==> config.mk <==
export PLATFORM = sky130hd
export DESIGN_NAME = pipe_hazard_ctrl
export DESIGN_NICKNAME = d
export VERILOG_FILES = /design/src/rtl/pipe_pkg.sv /design/src/rtl/hazard_match.sv /design/src/rtl/pipe_hazard_ctrl.sv
export SDC_FILE = /design/constraint.sdc
export NUM_CORES = 1
export LEC_CHECK = 0
export CAP_MARGIN = 20
export CORE_ASPECT_RATIO = 0.75
export CORE_MARGIN = 5
export CORE_UTILIZATION = 30
export DETAILED_ROUTE_END_ITERATION = 10
export PLACE_DENSITY = 0.58
export SKIP_LAST_GASP = 1
export SLEW_MARGIN = 20
export SYNTH_ARGS = -nofsm -noshare
export SYNTH_HDL_FRONTEND = slang
export SYNTH_SLANG_ARGS = --single-unit
==> constraint.sdc <==
create_clock -name clk -period 3.8 [get_ports clk]
set_input_delay 0.38 -clock clk [delete_from_list [all_inputs] [get_ports clk]]
set_output_delay 0.38 -clock clk [all_outputs]
set_load 0.05 [all_outputs]
==> src/rtl/pipe_pkg.sv <==
// Shared encodings for the pipeline hazard controller: forward-select codes,
// controller FSM states and a saturating counter helper.
package pipe_pkg;

   localparam logic [1:0]  FWD_RF  = 2'b00;
   localparam logic [1:0]  FWD_ME  = 2'b01;
   localparam logic [1:0]  FWD_WB  = 2'b10;
   localparam logic [31:0] CNT_MAX = 32'hFFFF_FFFF;

   typedef enum logic {
      RUN     = 1'b0,
      MC_WAIT = 1'b1
   } hz_state_e;

   function automatic logic [31:0] sat_inc(input logic [31:0] v);
      return (v == CNT_MAX) ? v : v + 32'd1;
   endfunction

endpackage

==> src/rtl/hazard_match.sv <==
// One ID source operand against one downstream stage's destination.
// Purely combinational, zero latency, no flow control.
module hazard_match #(
   parameter int REG_AW = 5
) (
   input  logic              id_valid,
   input  logic              rs_used,
   input  logic [REG_AW-1:0] rs,
   input  logic              s_valid,
   input  logic              s_wreg,
   input  logic [REG_AW-1:0] s_rd,
   output logic              match
);

   // x0 is hardwired zero, so it never carries a dependency.
   assign match = id_valid & rs_used & s_valid & s_wreg & (s_rd == rs) & (rs != '0);

endmodule

==> src/rtl/pipe_hazard_ctrl.sv <==
// Hazard controller for the 5-stage pipeline: stage enables/flushes are combinational
// in the current cycle; forward selects, abort/timeout and counters register on the edge.
module pipe_hazard_ctrl
   import pipe_pkg::*;
#(
   parameter int REG_AW = 5,
   parameter int NSRC   = 2,
   parameter int FWD_EN = 1,
   parameter int MC_MAX = 64
) (
   input  logic                   clk,
   input  logic                   rst,
   input  logic                   id_valid,
   input  logic [NSRC*REG_AW-1:0] id_rs,
   input  logic [NSRC-1:0]        id_rs_used,
   input  logic                   ex_valid,
   input  logic                   ex_wreg,
   input  logic                   ex_is_load,
   input  logic                   ex_is_mc,
   input  logic [REG_AW-1:0]      ex_rd,
   input  logic                   me_valid,
   input  logic                   me_wreg,
   input  logic [REG_AW-1:0]      me_rd,
   input  logic                   redirect,
   input  logic                   mc_done,
   output logic                   pc_en,
   output logic                   if_id_en,
   output logic                   id_ex_en,
   output logic                   ex_me_en,
   output logic                   if_id_flush,
   output logic                   id_ex_flush,
   output logic                   ex_me_flush,
   output logic [2*NSRC-1:0]      fwd_sel,
   output logic                   mc_abort,
   output logic                   mc_timeout,
   output logic [31:0]            stall_cnt,
   output logic [31:0]            flush_cnt
);

   localparam int            CW      = $clog2(MC_MAX);
   localparam logic [CW-1:0] MC_LAST = CW'(MC_MAX - 1);

   logic [NSRC-1:0] m_ex, m_me;

   for (genvar i = 0; i < NSRC; i++) begin : g_src
      hazard_match #(.REG_AW(REG_AW)) u_ex (
         .id_valid (id_valid),
         .rs_used  (id_rs_used[i]),
         .rs       (id_rs[i*REG_AW +: REG_AW]),
         .s_valid  (ex_valid),
         .s_wreg   (ex_wreg),
         .s_rd     (ex_rd),
         .match    (m_ex[i])
      );
      hazard_match #(.REG_AW(REG_AW)) u_me (
         .id_valid (id_valid),
         .rs_used  (id_rs_used[i]),
         .rs       (id_rs[i*REG_AW +: REG_AW]),
         .s_valid  (me_valid),
         .s_wreg   (me_wreg),
         .s_rd     (me_rd),
         .match    (m_me[i])
      );
   end

   hz_state_e         state_q, state_d;
   logic [CW-1:0]     mc_cnt_q, mc_cnt_d;
   logic [2*NSRC-1:0] fwd_q, fwd_d;
   logic              abort_q, abort_d;
   logic              tmo_q, tmo_d;
   logic [31:0]       stall_cnt_q, stall_cnt_d;
   logic [31:0]       flush_cnt_q, flush_cnt_d;
   logic              waiting, mc_expire, data_stall;

   always_comb begin
      waiting   = (state_q == MC_WAIT) & ~redirect & ~mc_done;
      mc_expire = waiting & (mc_cnt_q == MC_LAST);
      if (FWD_EN != 0) data_stall = ex_is_load & (|m_ex);
      else             data_stall = |(m_ex | m_me);

      pc_en       = 1'b1;
      if_id_en    = 1'b1;
      id_ex_en    = 1'b1;
      ex_me_en    = 1'b1;
      if_id_flush = 1'b0;
      id_ex_flush = 1'b0;
      ex_me_flush = 1'b0;
      if (redirect) begin
         if_id_flush = 1'b1;
         id_ex_flush = 1'b1;
         ex_me_flush = 1'b1;
      end else if (waiting) begin
         // Multi-cycle op parks in EX; ME sees bubbles; expiry also kills the op in EX.
         pc_en       = 1'b0;
         if_id_en    = 1'b0;
         id_ex_en    = 1'b0;
         ex_me_flush = 1'b1;
         id_ex_flush = mc_expire;
      end else if (data_stall) begin
         pc_en       = 1'b0;
         if_id_en    = 1'b0;
         id_ex_flush = 1'b1;
      end
   end

   always_comb begin
      state_d  = state_q;
      mc_cnt_d = mc_cnt_q;
      abort_d  = 1'b0;
      tmo_d    = tmo_q;
      if (redirect) begin
         abort_d = (state_q == MC_WAIT);
         state_d = RUN;
      end else if (state_q == MC_WAIT) begin
         if (mc_done) begin
            state_d = RUN;
         end else if (mc_expire) begin
            state_d = RUN;
            abort_d = 1'b1;
            tmo_d   = 1'b1;
         end else begin
            mc_cnt_d = mc_cnt_q + CW'(1);
         end
      end else if (ex_valid & ex_is_mc) begin
         state_d  = MC_WAIT;
         mc_cnt_d = '0;
      end

      stall_cnt_d = (~pc_en & ~redirect) ? sat_inc(stall_cnt_q) : stall_cnt_q;
      flush_cnt_d = redirect ? sat_inc(flush_cnt_q) : flush_cnt_q;

      fwd_d = fwd_q;
      if (id_ex_flush) begin
         fwd_d = '0;
      end else if (id_ex_en) begin
         for (int i = 0; i < NSRC; i++) begin
            if (FWD_EN == 0)  fwd_d[2*i +: 2] = FWD_RF;
            else if (m_ex[i]) fwd_d[2*i +: 2] = FWD_ME;
            else if (m_me[i]) fwd_d[2*i +: 2] = FWD_WB;
            else              fwd_d[2*i +: 2] = FWD_RF;
         end
      end
   end

   always_ff @(posedge clk or negedge rst) begin
      if (!rst) begin
         state_q     <= RUN;
         mc_cnt_q    <= '0;
         fwd_q       <= '0;
         abort_q     <= 1'b0;
         tmo_q       <= 1'b0;
         stall_cnt_q <= '0;
         flush_cnt_q <= '0;
      end else begin
         state_q     <= state_d;
         mc_cnt_q    <= mc_cnt_d;
         fwd_q       <= fwd_d;
         abort_q     <= abort_d;
         tmo_q       <= tmo_d;
         stall_cnt_q <= stall_cnt_d;
         flush_cnt_q <= flush_cnt_d;
      end
   end

   assign fwd_sel    = fwd_q;
   assign mc_abort   = abort_q;
   assign mc_timeout = tmo_q;
   assign stall_cnt  = stall_cnt_q;
   assign flush_cnt  = flush_cnt_q;

endmodule

Yosys cells after proc, flatten, opt, wreduce, memory -nomap -nowiden
Index checks and enable logic that the tools add are counted.
W data, S select, Z words.
{"block": "word_totals", "register_bits": 77, "input_bits": 33}
{"block": "classes", "muxes": 30, "n_bitwise": 29, "add_sub_neg": 3, "reduce_logical": 9, "eq_ne": 9}
{"op": "$add A32 B1 Y32 const B", "n": 2}
{"op": "$eq A32 B32 Y1 const B", "n": 2}
{"op": "$and A1 B1 Y1", "n": 24}
{"op": "$mux W6", "n": 4}
{"op": "$eq A5 B5 Y1", "n": 4}
{"op": "$mux W1", "n": 20}
{"op": "$reduce_bool A5 Y1", "n": 2}
{"op": "$mux W2", "n": 4}
{"op": "$mux W4", "n": 2}
{"op": "$reduce_and A4 Y1", "n": 2}
{"op": "$add A6 B1 Y6 const B", "n": 1}
{"op": "$eq A6 B6 Y1 const B", "n": 1}
{"op": "$not A1 Y1", "n": 5}
{"op": "$ne A2 B2 Y1 const B", "n": 2}
{"op": "$reduce_and A2 Y1", "n": 2}
{"op": "$reduce_bool A2 Y1", "n": 2}
{"op": "$reduce_or A2 Y1", "n": 1}

Longest topological paths before layout
Gate-level depths: netlist (run 1).
{"block": "logic_depth", "ltp_word": 13, "depth_mapped": 9, "depth_no_buf": 7}

Modules after synthesis
From an unflattened synthesis (run 1), not the netlist that was laid out.
{"block": "hier_totals", "hier_cells": 385, "area_unflattened_um2": 4001.3}
{"mod": "pipe_hazard_ctrl", "cells_per_inst": 345, "n_inst": 1, "seq_area_each_um2": 1926.8, "area_each_um2": 3711.1}
{"mod": "hazard_match", "cells_per_inst": 10, "n_inst": 4, "seq_area_each_um2": 0.0, "area_each_um2": 72.6}

Least setup slack after synthesis (run 1)
No wires, ideal clock.
{"block": "synth_path", "path_type": "input to output", "start": "input port id_rs[1]", "end": "output port pc_en", "t_arrival_ns": 2.198, "path_slack_ns": 1.222, "required_time_ns": 3.420, "stages": 6, "path_cell_list": "or4_1 o211ai_1 nor4_1 o21ai_0 a21o_1 buf_4"}
{"block": "synth_via", "elab_chain_cells": 8}
{"element": "start: declaration", "line_no": "pipe_hazard_ctrl.sv:14", "rtl": "input logic [NSRC*REG_AW-1:0] id_rs,"}
{"element": "$eq A5 B5 Y1", "line_no": "hazard_match.sv:16", "rtl": "assign match = id_valid & rs_used & s_valid & s_wreg & (s_rd == rs) & (rs != '0);"}
{"element": "$and A1 B1 Y1", "line_no": "hazard_match.sv:16"}
{"element": "$and A1 B1 Y1 *", "line_no": "hazard_match.sv:16"}
{"element": "$reduce_or A2 Y1 *", "line_no": "pipe_hazard_ctrl.sv:78", "rtl": "if (FWD_EN != 0) data_stall = ex_is_load & (|m_ex);"}
{"element": "$and A1 B1 Y1 *", "line_no": "pipe_hazard_ctrl.sv:78"}
{"element": "$mux W1 * (3 in series)"}
{"element": "end: declaration", "line_no": "pipe_hazard_ctrl.sv:26", "rtl": "output logic pc_en,"}
Mark *: on every way between the ends. The rest lies on a longest branch, timed or not.

Final worst setup path (run 1)
{"block": "layout_path", "start": "input port id_rs[6]", "end": "output port id_ex_flush"}
{"block": "layout_via", "elab_chain_cells": 8}
{"element": "$eq A5 B5 Y1", "line_no": "hazard_match.sv:16"}
{"element": "$and A1 B1 Y1", "line_no": "hazard_match.sv:16"}
{"element": "$and A1 B1 Y1 *", "line_no": "hazard_match.sv:16"}
{"element": "$reduce_or A2 Y1 *", "line_no": "pipe_hazard_ctrl.sv:78"}
{"element": "$and A1 B1 Y1 *", "line_no": "pipe_hazard_ctrl.sv:78"}
{"element": "$mux W1 *", "line_no": "pipe_hazard_ctrl.sv:99", "rtl": "end else if (data_stall) begin"}
{"element": "$mux W1 *", "line_no": "pipe_hazard_ctrl.sv:92", "rtl": "end else if (waiting) begin"}
{"element": "$mux W1 *", "line_no": "pipe_hazard_ctrl.sv:88", "rtl": "if (redirect) begin"}
{"element": "end: declaration", "line_no": "pipe_hazard_ctrl.sv:31", "rtl": "output logic id_ex_flush,"}
Marked as above.

==> flow_metrics.tcl, run 1 <==
set metrics [dict create \
    gp_congestion 0.884 \
    grt_pass1_vias 3359 \
    tns_ns 0 \
    diodes 0 \
    ios 110 \
    slowest_delay_ns 0.73 \
    path_cells "clkdlybuf4s50_1, or4_1, o211ai_1, nor4_1, o21ai_0, a21oi_1, clkdlybuf4s50_1" \
    fillers 1284 \
    insertion_delay_ns 0.33 \
    swShare 0.308 \
    setup_viol 0 \
    leakage_nw 2.31 \
    irDropWorstVdd_v 0.000218 \
    row_count 36 \
    synth-edff-count 0 \
    comb_power_share 0.205 \
    cts_resized 0 \
    seqPwrFrac 0.410 \
    grt_pass1_wl_um 17400 \
    finalHoldViolCount 0 \
    htreeDepth 3 \
    grt.overflow.total 0 \
    design.core.area_um2 13200 \
    cellPowerDensity_nw_per_um2 409 \
    seq_area_um2 1930 \
    placed_cells 670 \
    nNetsFinal 546 \
    post_cts_buffers 0 \
    synth.distinct_cells 48 \
    rsz0062_at_grt "no" \
    wl_per_cell_um 15.1 \
    ys_async_sr_fraction 1.00 \
    cpMostUsedCell "clkdlybuf4s50_1" \
    crit_fanout 3 \
    worstSetupEndpointType "output pin" \
    dieArea_um2 16000 \
    pwr-share-clk 0.385 \
    drive_gt1_frac 0.0816 \
    cts_root_buf "clkbuf_16" \
    crit_type "in2out" \
    final_cell_count_no_fill 686 \
    dr.pass1.iters 4 \
    die_w_um 145 \
    cp_slowest_cell "clkdlybuf4s50_1" \
    fin_worst_skew_ns 0.00678 \
    final_cell_mix "clkdlybuf4s50_1, dfrtp_1, xnor2_1" \
    multi_input_area_um2 2060 \
    worstPathArrival_ns 3.03 \
    cp-start-kind "input port" \
    report.final.slew_viol_count 0 \
    max-slew-margin-rel 0.492 \
    syn_to_final_growth_pct 38.6 \
    hold_class "in2async" \
    totalWireLength_um 10400 \
    power_switching_mw 0.712 \
    portBuffers 108 \
    viasPerCell 4.91 \
    clockBufferDepth 2 \
    synth-main-ff-cell "dfrtp_1" \
    layout_commonest_cell "clkdlybuf4s50_1" \
    numCtsBuffers 9 \
    drtIter0Drc 130 \
    cts_tree "yes" \
    max_freq_mhz 293 \
    grt_use_total 0.134 \
    status "finished clean" \
    clk_pin_slew_ns 0.06 \
    start_util 0.310 \
    final_antenna_net_count 0 \
    p_int_mw 1.60 \
    worstPathRequired_ns 3.42 \
    tightest_slew_ns 0.755 \
    numClockSinks 77 \
    maxCapViolCount 0 \
    ys_ff_latch 77 \
    dp_hpwl_um 7930 \
    antenna_found_initial 0 \
    hold_buffers 0 \
    fin_crit_ns 3.41 \
    netlist_area_um2 4080 \
    syn-num-nets 432 \
    drcViolationCount 0 \
    yosys_warnings 0 \
    syn_inst 396 \
    vias 3371 \
    fp.dieH_um 111 \
    period_share 0.897 \
    syn_area_per_cell_um2 10.3 \
    synth-seq-area-share 0.473 \
    grt_max_degree 78 \
]
## power groups by stage
| stage | sequential, mW | clock (mW) | combinational (mW) |
|---|---|---|---|
| 2_1_floorplan | 1.11 | 0 | 0.135 |
| 3_3_place_gp | 0.961 | 0 | 0.473 |
| 3_5_place_dp | 0.961 | 0 | 0.477 |
| 4_1_cts | 0.948 | 0.921 | 0.478 |
| 5_1_grt | 0.962 | 0.956 | 0.507 |
| 6_report | 0.948 | 0.890 | 0.473 |
## final cells by class
class | count | share of cell area
clock buffer | 11 | 0.0447
clock inverter | 5 | 0.0102
inverter | 9 | 0.00598
multi-input combinational | 301 | 0.364
sequential | 77 | 0.341
tap | 171 | 0.0379
timing repair buffer | 112 | 0.196
## metrics by stage
step	util	power, mW	area, um^2	setup slack (ns)	hold slack [ns]
after detailed placement	0.406	1.44	5340	0.422	0.444
after CTS	0.429	2.35	5650	0.404	0.249
after global routing	0.430	2.42	5650	0.311	0.133
final	0.430	2.31	5650	0.392	0.0641
after floorplan	-	1.24	4080	1.22	0.0844
after global placement	0.406	1.43	5340	0.516	0.443
## worst max-delay path, delay by kind of cell
kind | cells | cell delay, ns
buffers and inverters | 2 | 1.21
AND/OR/NAND/NOR | 2 | 0.67
AO/OA/AOI/OAI | 3 | 0.77
## Yosys cell counts (2+ instances only)
cell type  count  area (um^2)
clkbuf_1       2         7.51
a21oi_1        6         30.0
nor2_1        28          105
buf_4          3         22.5
o21ai_0        7         35.0
ha_1           3         37.5
or4_4          3         33.8
and2_1         2         12.5
nand3_1       26          130
a21o_1         3         22.5
or4_1          3         22.5
dfrtp_1       77         1930
and4_1         8         70.1
nand2_1       26         97.6
buf_6          2         22.5
nor2b_1        4         25.0
nand3_2        8         80.1
and3_1        17          106
nor3_1         9         45.0
a22o_1         2         17.5
nand4_1       35          219
nor4_1         7         43.8
xnor2_1       59          517
inv_1          9         33.8
o211ai_1       2         15.0
xor2_1        22          193
nand2b_1       2         12.5
## cell families after synthesis
group / Yosys count / share of synthesized area
compound gates: 28 / 0.0482
flops: 77 / 0.473
xor+xnor: 81 / 0.174
other cells: 1 / 0.000920
simple gates: 185 / 0.264
fa+ha+maj: 3 / 0.00921
mux: 3 / 0.00798
buf+inv: 18 / 0.0233
## routing by layer
metal / global-route usage / wire length, um
met1: 0.193 / 5030
met2: 0.188 / 4410
met3: 0.0513 / 847
met4: 0.0329 / 80
met5: 0 / 0
## worst paths after layout
| check | cells after the start | slack [ns] | endpoint | startpoint |
|---|---|---|---|---|
| setup / recovery | 7 | 0.39 | id_ex_flush | id_rs[6] |
| hold / removal | 1 | 0.06 | flush_cnt[29] | rst |
| setup reg to reg | 8 | 1.33 | stall_cnt[1] | stall_cnt[0] |
| hold reg to reg | 1 | 0.45 | mc_timeout | mc_timeout |
| max in group asynchronous | 1 | 3.23 | mc_cnt_q[1] | rst |
| min in group clk | 1 | 0.45 | mc_timeout | mc_timeout |
## flip-flops by register name (all words and copies together), names as in the netlist
| signal | count |
|---|---|
| mc_timeout | 1 |
| stall_cnt | 32 |
| state_q | 1 |
| flush_cnt | 32 |
| mc_abort | 1 |
| fwd_sel | 4 |
| mc_cnt_q | 6 |
Note: power is estimated with default switching activity, not from simulation.
==> run 2: changes to the inputs <==
- CORE_MARGIN: 5 -> 3
==> run 2 against run 1 <==
Compared with the run above: combinational power about the same; hold slack got worse by 0.064 ns; setup slack improved by 0.012 ns; clock skew decreased by 0.0028 ns; power decreased by 0.71%; non-clock buffer count increased by 1; sequential power about the same; clock-buffer cell count unchanged; die area decreased by 6.3%; flip-flop and latch count unchanged; register-to-register slack about the same; critical path type unchanged; largest cell class unchanged.
==> flow_metrics.tcl, run 2 (synthesis gave the netlist of run 1 again) <==
set metrics [dict create \
    nNetsFinal 547 \
    r2r_slack_ns 1.33 \
    seqPwrFrac 0.413 \
    crit_fanout 3 \
    row_count 36 \
    drive_gt1_frac 0.0814 \
    final_antenna_net_count 0 \
    max_freq_mhz 294 \
    cellPowerDensity_nw_per_um2 405 \
    dpl_cell_area_um2 5340 \
    fin_worst_skew_ns 0.00403 \
    period_share 0.894 \
    drcViolationCount 0 \
    pwr-share-clk 0.381 \
    hold_class "in2async" \
    totalPowerFinal_mw 2.29 \
    setup_viol 0 \
    worst_hold_slack_ns 0.000214 \
    design.core.area_um2 13200 \
    final_cell_mix "clkdlybuf4s50_1, dfrtp_1, xnor2_1" \
    irDropWorstVdd_v 0.000228 \
    viasPerCell 4.92 \
    dp_hpwl_um 7740 \
    totalWireLength_um 10300 \
    die_w_um 141 \
    numClockSinks 77 \
    insertion_delay_ns 0.34 \
    worstSetupEndpointType "output pin" \
    gp_congestion 0.869 \
    antenna_found_initial 0 \
    tightest_slew_ns 0.796 \
    final_area_um2 5660 \
    fp.dieH_um 107 \
    report.final.slew_viol_count 0 \
    status "finished clean" \
    grt_pass1_vias 3464 \
    layout_commonest_cell "clkdlybuf4s50_1" \
    grt_use_total 0.145 \
    vias 3382 \
    swShare 0.310 \
    dieArea_um2 15000 \
    reg2regPathDepth 8 \
    cts_tree "yes" \
    finalHoldViolCount 0 \
    r2r_start "stall_cnt[0]" \
    ios 110 \
    leakage_nw 2.30 \
    maxCapViolCount 0 \
    tns_ns 0 \
    fin_util 0.430 \
    p_int_mw 1.58 \
    clk_pin_slew_ns 0.06 \
    grt_max_degree 78 \
    syn_to_final_growth_pct 38.8 \
    dr.pass1.iters 4 \
    htreeDepth 3 \
    fillers 1274 \
    wl_per_cell_um 15.0 \
    diodes 0 \
    cp-start-kind "input port" \
    fin_crit_ns 3.40 \
    clockBufferDepth 2 \
    post_cts_buffers 0 \
    cts_root_buf "clkbuf_16" \
    worstPathArrival_ns 3.02 \
    cts_resized 0 \
    grt_pass1_wl_um 17600 \
    portBuffers 108 \
    grt.overflow.total 0 \
    power_switching_mw 0.712 \
    rr_endpoint "stall_cnt[1]" \
    comb_power_share 0.207 \
    max-slew-margin-rel 0.464 \
    drtIter0Drc 118 \
    start_util 0.310 \
    crit_type "in2out" \
    hold_buffers 0 \
    rsz0062_at_grt "no" \
    numCtsBuffers 9 \
    worstPathRequired_ns 3.42 \
]
-- run 2: cell types whose count changed in the layout (fill, tap and decap cells not counted) --
cell,delta
buf_4,+1
clkinvlp_4,+2
buf_12,+1
clkbuf_1,+1
buf_6,-1
clkinv_4,-1
clkinv_2,-1
clkbuf_8,-1
-- run 2: area by class of cell --
cell class	count	area, um^2	share of cell area
Tap cell	171	214	0.0378
Inverter	9	33.8	0.00597
Multi-Input combinational cell	301	2060	0.364
Timing Repair Buffer	113	1120	0.199
Clock inverter	5	58.8	0.0104
Sequential cell	77	1930	0.341
Clock buffer	11	243	0.0429
-- run 2: per-stage QoR --
stage | std cells | worst slack [ns]
floorplan | 396 | 1.22
global placement | 670 | 0.518
detailed placement | 670 | 0.439
CTS | 686 | 0.423
global route | 687 | 0.226
finish | 687 | 0.404
-- run 2: worst max-delay path: stages --
cell	delay (ns)
clkdlybuf4s50_1	0.49
or4_1	0.55
o211ai_1	0.29
nor4_1	0.13
o21ai_0	0.30
a21oi_1	0.15
clkdlybuf4s50_1	0.72
-- run 2: worst max-delay path by stage --
| stage | startpoint | to | slack [ns] | cells after the start |
|---|---|---|---|---|
| 2_1_floorplan | id_rs[1] | pc_en | 1.22 | 6 |
| 3_3_place_gp | id_rs[1] | id_ex_flush | 0.52 | 7 |
| 3_5_place_dp | id_rs[6] | id_ex_flush | 0.44 | 7 |
| 4_1_cts | id_rs[6] | id_ex_flush | 0.42 | 7 |
| 5_1_grt | id_rs[6] | id_ex_flush | 0.23 | 7 |
| 6_report | id_rs[6] | id_ex_flush | 0.40 | 7 |
-- run 2: power by group through the flow --
stage / combinational [mW] / sequential [mW] / clock, mW
final: 0.474 / 0.947 / 0.873
after global routing: 0.509 / 0.959 / 0.942
after CTS: 0.478 / 0.948 / 0.905
after detailed placement: 0.477 / 0.961 / 0
after global placement: 0.472 / 0.961 / 0
after floorplan: 0.135 / 1.11 / 0
-- run 2: per-layer routing --
| layer | track usage | part of all wire | vias up |
|---|---|---|---|
| li1 | - | - | 1658 |
| met4 | 0.0429 | 0.012 | 0 |
| met1 | 0.199 | 0.47 | 1614 |
| met5 | 0 | 0 | - |
| met2 | 0.214 | 0.44 | 99 |
| met3 | 0.0539 | 0.077 | 11 |
==> RTL change: new RTL, flow settings as in run 1 <==
`CNT_MAX`: 32'hFFFF_FFFF -> 32'h7FFFFFFF.
--- a/src/rtl/pipe_pkg.sv
+++ b/src/rtl/pipe_pkg.sv
@@ -7,3 +7,3 @@
    localparam logic [1:0]  FWD_WB  = 2'b10;
-   localparam logic [31:0] CNT_MAX = 32'hFFFF_FFFF;
+   localparam logic [31:0] CNT_MAX = 32'h7FFFFFFF;
 
Function: no difference found for any inputs over 10 cycles, from zero or initial values and one cycle with rst low; that may be too few to reach the edited logic, so the function may still have changed.
==> RTL change against run 1 <==
Synthesized area down 3.3%. Critical path depth unchanged. Sequential cell count unchanged. Critical endpoint unchanged. Setup slack worse by 92 ps. Sequential share of layout area up 0.84 points. Final area down 2.4%. Routed wire length down 1.5%. Clock power down 0.4%. Total power down 0.94%. Global-route usage up 0.13 points.
==> RTL change: results (changes against run 1) <==
[power]
vdd_drop_max_mv = 0.501  ; +130%

[final_layout]
num-multi-input-gates = 283  ; -6.0%
flops_and_latches = 77  ; unchanged
nNetsFinal = 528  ; -3.3%
nFillCells = 1223  ; -4.8%
clkCellAreaFrac = 0.0567  ; +0.00180
drive_above_1_share = 0.0644  ; -0.0172
multi_input_area_sq_um = 1920  ; -6.7%
bufAreaShareNonClock = 0.200  ; +0.00435
sh_seq_area = 0.349  ; +0.00836
nNonClkInverters = 10  ; +1
fin_cells = 668  ; -2.6%

[place]
numPlacedInstances = 652  ; -2.7%
dp_slack_ps = 306  ; -116 ps
place_area_sq_um = 5200  ; -2.6%

[route]
routed-wl-met3_microns = 754  ; -11%
wl_per_cell_microns = 15.3  ; +1.1%
wl_met2_microns = 4370  ; -0.89%
viasPerCell = 4.87  ; -0.81%
drtIter0Drc = 158  ; +22%

[synth]
ys_seq_area_frac = 0.489  ; +0.0161
synth_nets = 414  ; -4.2%
synth.area.top_cells = dfrtp_1 49%, xnor2_1 11%, xor2_1 7.3%, nand4_1 5.1%, nand2_1 3.5%
yosysUniqueCellTypes = 41  ; -15%
synth_commonest_cells = 77 x dfrtp_1, 51 x xnor2_1, 37 x nand2_1

[outcome]
outcome = completed

[sta]
fin_skew_ps = 6.66  ; -0.125 ps
tightest_slew_ps = 807  ; +52.6 ps

[global_routing]
groute.layer.met2.usage = 0.196  ; +0.00839
use_met3 = 0.0504  ; -0.000899
grt_pass1_vias = 3241  ; -3.5%

[critical_path]
cp_max_fo = 6  ; +3

## RTL change: kinds of logic after synthesis
family / Yosys count / synth area share
flops: 77 / 0.489
compound gates: 25 / 0.0552
fa+ha+maj: 3 / 0.00952
buf+inv: 18 / 0.0244
simple gates: 170 / 0.235
other cells: 1 / 0.000951
xor+xnor: 84 / 0.187
## RTL change: final timing paths
check / startpoint / to / slack, ps
worst max-delay path: id_rs[9] / id_ex_flush / 300
worst min-delay path: rst / stall_cnt[30] / 70
worst max register to register: stall_cnt[0] / stall_cnt[14] / 1260
worst min register to register: mc_timeout / mc_timeout / 470
max in group asynchronous: rst / flush_cnt[20] / 3250
min in group clk: mc_timeout / mc_timeout / 470
## RTL change: report_power, final
group          switching (mW)  internal [mW]
Combinational           0.283          0.171
Clock                   0.325          0.561
Sequential             0.0730          0.875
## RTL change: worst max-delay path, stage by stage
cell	delay, ps
clkdlybuf4s50_1	570
or4_1	140
o211ai_1	110
nor4_2	640
o21ai_0	230
a21oi_1	210
clkdlybuf4s50_1	840
